**config.mk**
```make
export PLATFORM = sky130hd
export DESIGN_NAME = instr_encoder
export DESIGN_NICKNAME = d
export VERILOG_FILES = /design/src/rtl/instr_encoder.sv
export SDC_FILE = /design/constraint.sdc
export NUM_CORES = 1
export LEC_CHECK = 0
export ABC_CLOCK_PERIOD_IN_PS = 2200
export BUFFER_PORTS_ARGS = -buffer_cell sky130_fd_sc_hd__buf_2
export CORE_ASPECT_RATIO = 0.75
export CORE_MARGIN = 10
export CORE_UTILIZATION = 45
export DETAILED_ROUTE_END_ITERATION = 7
export GPL_ROUTABILITY_DRIVEN = 0
export PLACE_DENSITY = 0.77
export RECOVER_POWER = 50
export SLEW_MARGIN = 40
export SYNTH_ARGS = -nofsm -noshare
export SYNTH_HDL_FRONTEND = slang
export SYNTH_SLANG_ARGS = --single-unit
```
**constraint.sdc**
```tcl
create_clock -name clk -period 2.2 [get_ports clk]
set_input_delay 0.11 -clock clk [delete_from_list [all_inputs] [get_ports clk]]
set_output_delay 0.11 -clock clk [all_outputs]
set_load 0.03 [all_outputs]
```
**src/rtl/instr_encoder.sv**
```systemverilog
// RV64 instruction encoder: packs decoded fields (I-load/S/B/R) into a 32-bit word,
// flags out-of-range immediates, and streams results through a 2-entry output FIFO.
module instr_encoder #(
  parameter int CNT_W = 16,
  parameter int ERR_W = 8
) (
  input  logic             clk,
  input  logic             rst_n,
  input  logic             in_valid,
  output logic             in_ready,
  input  logic [1:0]       fmt,
  input  logic [2:0]       funct3,
  input  logic [6:0]       funct7,
  input  logic [4:0]       rd,
  input  logic [4:0]       rs1,
  input  logic [4:0]       rs2,
  input  logic [63:0]      imm,
  output logic             out_valid,
  input  logic             out_ready,
  output logic [31:0]      out_inst,
  output logic             out_err,
  output logic [CNT_W-1:0] enc_count,
  output logic [ERR_W-1:0] err_count
);

  localparam logic [1:0] FMT_I = 2'b00;
  localparam logic [1:0] FMT_S = 2'b01;
  localparam logic [1:0] FMT_B = 2'b10;
  localparam logic [1:0] FMT_R = 2'b11;

  localparam logic [6:0] OPC_LOAD   = 7'b0000011;
  localparam logic [6:0] OPC_STORE  = 7'b0100011;
  localparam logic [6:0] OPC_BRANCH = 7'b1100011;
  localparam logic [6:0] OPC_OP     = 7'b0110011;

  // Handshake: a transfer happens on a rising edge where valid && ready are both 1;
  // valid never waits on ready, and ready here depends only on registered FIFO state.
  logic        push;
  logic        pop;
  logic [1:0]  count;
  logic [31:0] head_inst;
  logic        head_err;
  logic [31:0] tail_inst;
  logic        tail_err;

  logic [31:0] enc_inst;
  logic        enc_err;
  logic        hi11_ok;
  logic        hi12_ok;

  // An immediate fits when everything above the top encoded bit is a sign extension.
  assign hi11_ok = (&imm[63:11]) || (~|imm[63:11]);
  assign hi12_ok = (&imm[63:12]) || (~|imm[63:12]);

  always_comb begin
    enc_inst = 32'd0;
    enc_err  = 1'b0;
    case (fmt)
      FMT_I: begin
        enc_inst = {imm[11:0], rs1, funct3, rd, OPC_LOAD};
        enc_err  = !hi11_ok;
      end
      FMT_S: begin
        enc_inst = {imm[11:5], rs2, rs1, funct3, imm[4:0], OPC_STORE};
        enc_err  = !hi11_ok;
      end
      FMT_B: begin
        enc_inst = {imm[12], imm[10:5], rs2, rs1, funct3, imm[4:1], imm[11], OPC_BRANCH};
        enc_err  = !hi12_ok || imm[0];
      end
      FMT_R: begin
        enc_inst = {funct7, rs2, rs1, funct3, rd, OPC_OP};
        enc_err  = 1'b0;
      end
      default: begin
        enc_inst = 32'd0;
        enc_err  = 1'b0;
      end
    endcase
  end

  assign in_ready  = (count != 2'd2);
  assign out_valid = (count != 2'd0);
  assign push      = in_valid && in_ready;
  assign pop       = out_valid && out_ready;
  assign out_inst  = head_inst;
  assign out_err   = head_err;

  // Head is slot 0; slot 1 only holds data when count is 2.
  always_ff @(posedge clk or negedge rst_n) begin
    if (!rst_n) begin
      count     <= 2'd0;
      head_inst <= 32'd0;
      head_err  <= 1'b0;
      tail_inst <= 32'd0;
      tail_err  <= 1'b0;
    end else begin
      if (push && pop) begin
        head_inst <= enc_inst;
        head_err  <= enc_err;
      end else if (push) begin
        if (count == 2'd0) begin
          head_inst <= enc_inst;
          head_err  <= enc_err;
        end else begin
          tail_inst <= enc_inst;
          tail_err  <= enc_err;
        end
        count <= count + 2'd1;
      end else if (pop) begin
        if (count == 2'd2) begin
          head_inst <= tail_inst;
          head_err  <= tail_err;
        end
        count <= count - 2'd1;
      end
    end
  end

  always_ff @(posedge clk or negedge rst_n) begin
    if (!rst_n) begin
      enc_count <= '0;
      err_count <= '0;
    end else if (push) begin
      enc_count <= enc_count + CNT_W'(1);
      if (enc_err && (err_count != {ERR_W{1'b1}})) begin
        err_count <= err_count + ERR_W'(1);
      end
    end
  end

endmodule

```
==> impl_metrics.json <==
{
  "setup-violations-final": 0,
  "place_area_um2": 5120,
  "grt_pass1_wl_mm": 19.2,
  "drive_gt1_frac": 0.286,
  "rsz0062_at_grt": "no",
  "post-route-period-util": 0.927,
  "die_area_um2": 13600,
  "p_switching_w": 0.00300,
  "ys_seq_elements": 86,
  "place_hpwl_mm": 9.11,
  "whs_path_depth": 2,
  "end_kind": "register",
  "outcome": "finished clean",
  "grt_overflow": 0,
  "syn_area_um2": 4190,
  "crit_path_max_fanout": 48,
  "hold_viol": 0,
  "worstMarginPinSlew_ns": 1.02,
  "met1_length_mm": 4.86,
  "num_vias": 3695,
  "met2_length_mm": 5.93,
  "drc": 0,
  "fillCellCount": 795,
  "slew_violations": 0,
  "ys_seq_area_frac": 0.514,
  "cts-root-buf": "clkbuf_16",
  "fin_cells": 709,
  "wl_mm": 11.9,
  "worstPathRequired_ns": 2.41,
  "cp-start-kind": "register",
  "combPwrFrac": 0.404,
  "startpoint": "count[0]",
  "avgSynthCellArea_um2": 9.90,
  "nets": 677,
  "wl_per_cell_um": 16.7,
  "grtUsageTotal": 0.170,
  "post-place-cells": 693,
  "power_frac_seq": 0.371,
  "cts_buffers": 9,
  "slew_headroom": 0.319,
  "core_area_um2": 9050,
  "ctsLongestPathBuffers": 2,
  "skew_ns": 0.00549,
  "r2r_cells": 9,
  "dr.pass1.iters": 4,
  "min_from": "rs1[2]",
  "clkTransAtPathRegs_ns": 0.06,
  "clock-sinks": 86,
  "cellPowerDensity_nw_per_um2": 1340,
  "fin_crit_ns": 2.04,
  "maxCapViolations": 0,
  "port_buffers": 151,
  "dieWidth_um": 131,
  "cts_tree": "yes",
  "final_cell_area_um2": 5400,
  "cts_setup_buffers": 0,
  "utilization": 0.597,
  "antenna_left": 0,
  "drtIter0Drc": 274,
  "vias_per_cell": 5.21,
  "grt_max_degree": 49,
  "initial_core_util": 0.463,
  "htreeDepth": 3,
  "swShare": 0.413,
  "worstPathArrival_ns": 2.25,
  "grt_pass1_vias": 3893,
  "synth-async-reset-ratio": 1.00,
  "p_int_w": 0.00426,
  "die_height_um": 104,
  "clk_latency_ns": 0.33,
  "clockPowerShare": 0.225,
  "hp-class": "in2reg",
  "synth_ff_type": "dfrtp_1",
  "worstSetupPathType": "reg2reg",
  "syn_inst": 423,
  "yosys_warnings": 0,
  "ir_drop_mv": 0.903,
  "yosysUniqueCellTypes": 39,
  "top_layer": "met4",
  "routed-wl-met3_um": 740,
  "syn_to_final_growth_pct": 29.1,
  "grt_antenna_before_repair": 0,
  "fin_setup_tns_ns": 0,
  "p_leak_nw": 2.54,
  "std_cell_rows": 30,
  "max_freq_mhz": 490,
  "synth-edff-count": 0,
  "antenna_cells": 0,
  "io_pins": 154,
  "rr_startpoint": "count[0]"
}
[per-stage QoR]
| step | setup WS [ns] | hold slack (ns) | total power [W] |
|---|---|---|---|
| 6_report | 0.160 | 0.0240 | 0.00726 |
| 5_1_grt | 0.0329 | 0.0225 | 0.00778 |
| 4_1_cts | 0.0579 | 0.0136 | 0.00740 |
| 3_5_place_dp | 0.0594 | 0.136 | 0.00575 |
| 3_3_place_gp | 0.230 | 0.131 | 0.00562 |
| 2_1_floorplan | 0.0710 | -0.186 | 0.00470 |
[Yosys cell counts, types with 3 or more instances]
| cell | count | area share |
|---|---|---|
| buf_1 | 3 | 0.0027 |
| mux2_2 | 10 | 0.027 |
| buf_4 | 4 | 0.0072 |
| xor2_1 | 4 | 0.0084 |
| xnor2_1 | 20 | 0.042 |
| mux2i_1 | 27 | 0.065 |
| dfrtp_1 | 86 | 0.51 |
| a21oi_1 | 20 | 0.024 |
| o21ai_0 | 54 | 0.065 |
| ha_1 | 5 | 0.015 |
| clkbuf_1 | 10 | 0.0090 |
| nand4_1 | 19 | 0.028 |
| nor2_1 | 31 | 0.028 |
| nand2_1 | 72 | 0.065 |
| nand3_1 | 11 | 0.013 |
| nor4_1 | 15 | 0.022 |
[cells in the final DEF (no fill, tap or decap), types with 2 or more instances in the layout]
cell type and n:
nand2_4 2, nand4_1 19, xor2_1 4, or2_2 2, clkbuf_1 35, nand3b_1 2
and3_1 2, bufinv_16 2, nor4_1 15, mux2_4 2, clkbuf_16 9, a21oi_1 20
mux2i_1 27, conb_1 2, dfrtp_1 86, buf_4 8, nand3_1 11, xnor2_1 20
and4_1 2, ha_1 5, nand2b_1 2, buf_2 116, nand2_1 72, mux2_2 10
nor2_1 31, nor3_1 2, o21ai_0 54, clkbuf_8 2
[logic make-up after synthesis]
family / share of synthesized area
flops: 0.514
mux: 0.0986
xor+xnor: 0.0502
compound gates: 0.100
other cells: 0.000896
buf+inv: 0.0275
fa+ha+maj: 0.0149
simple gates: 0.193
[per-layer routing]
layer	up-vias	GRT usage
met5	-	0
met4	0	0.0626
met3	38	0.0584
met2	123	0.291
met1	1742	0.191
li1	1792	-
[worst paths after layout]
kind	to	slack, ns
setup reg to reg	out_inst[26]	0.16
hold / removal	tail_inst[17]	0.02
min in group asynchronous	enc_count[14]	0.48
max in group asynchronous	out_inst[11]	0.47
hold reg to reg	tail_inst[1]	0.47
setup / recovery	out_inst[26]	0.16
[state kept, by name (all words and copies together), names as in the netlist]
| signal | cells |
|---|---|
| out_inst | 29 |
| tail_inst | 29 |
| enc_count | 16 |
| err_count | 8 |
| count | 2 |
| out_err | 1 |
| tail_err | 1 |
[power by group through the flow]
stage | clock network, W | logic (W) | registers, W
after CTS | 0.00167 | 0.00305 | 0.00268
after global routing | 0.00174 | 0.00325 | 0.00279
after floorplan | 0 | 0.00136 | 0.00334
after global placement | 0 | 0.00295 | 0.00267
after detailed placement | 0 | 0.00304 | 0.00270
final | 0.00164 | 0.00293 | 0.00269
[layout make-up]
class	instances	area [um2]	area share
Sequential cell	86	2150	0.398
Timing Repair Buffer	162	811	0.150
Tap cell	128	160	0.0296
Multi-Input combinational cell	316	1940	0.360
Inverter	2	12.5	0.00232
Clock inverter	3	67.6	0.0125
Clock buffer	12	256	0.0475
[critical path, cell delays in order, from the launching register on]
cell and delay (ns):
dfrtp_1 0.45, nand2b_4 0.18, nand2_4 0.13, clkinv_4 0.09, ha_1 0.23, a211oi_2 0.32
o21bai_4 0.12, buf_12 0.18, nand2_1 0.09, o21ai_0 0.09
[repair_timing]
item                                   in CTS  in global routing
setup endpoints to repair                   0                 30
gates resized for setup                     0                  1
hold buffers                                1                  0
endpoints found under the hold margin      41                  0
No activity file was read; power rests on OpenSTA's default activity.
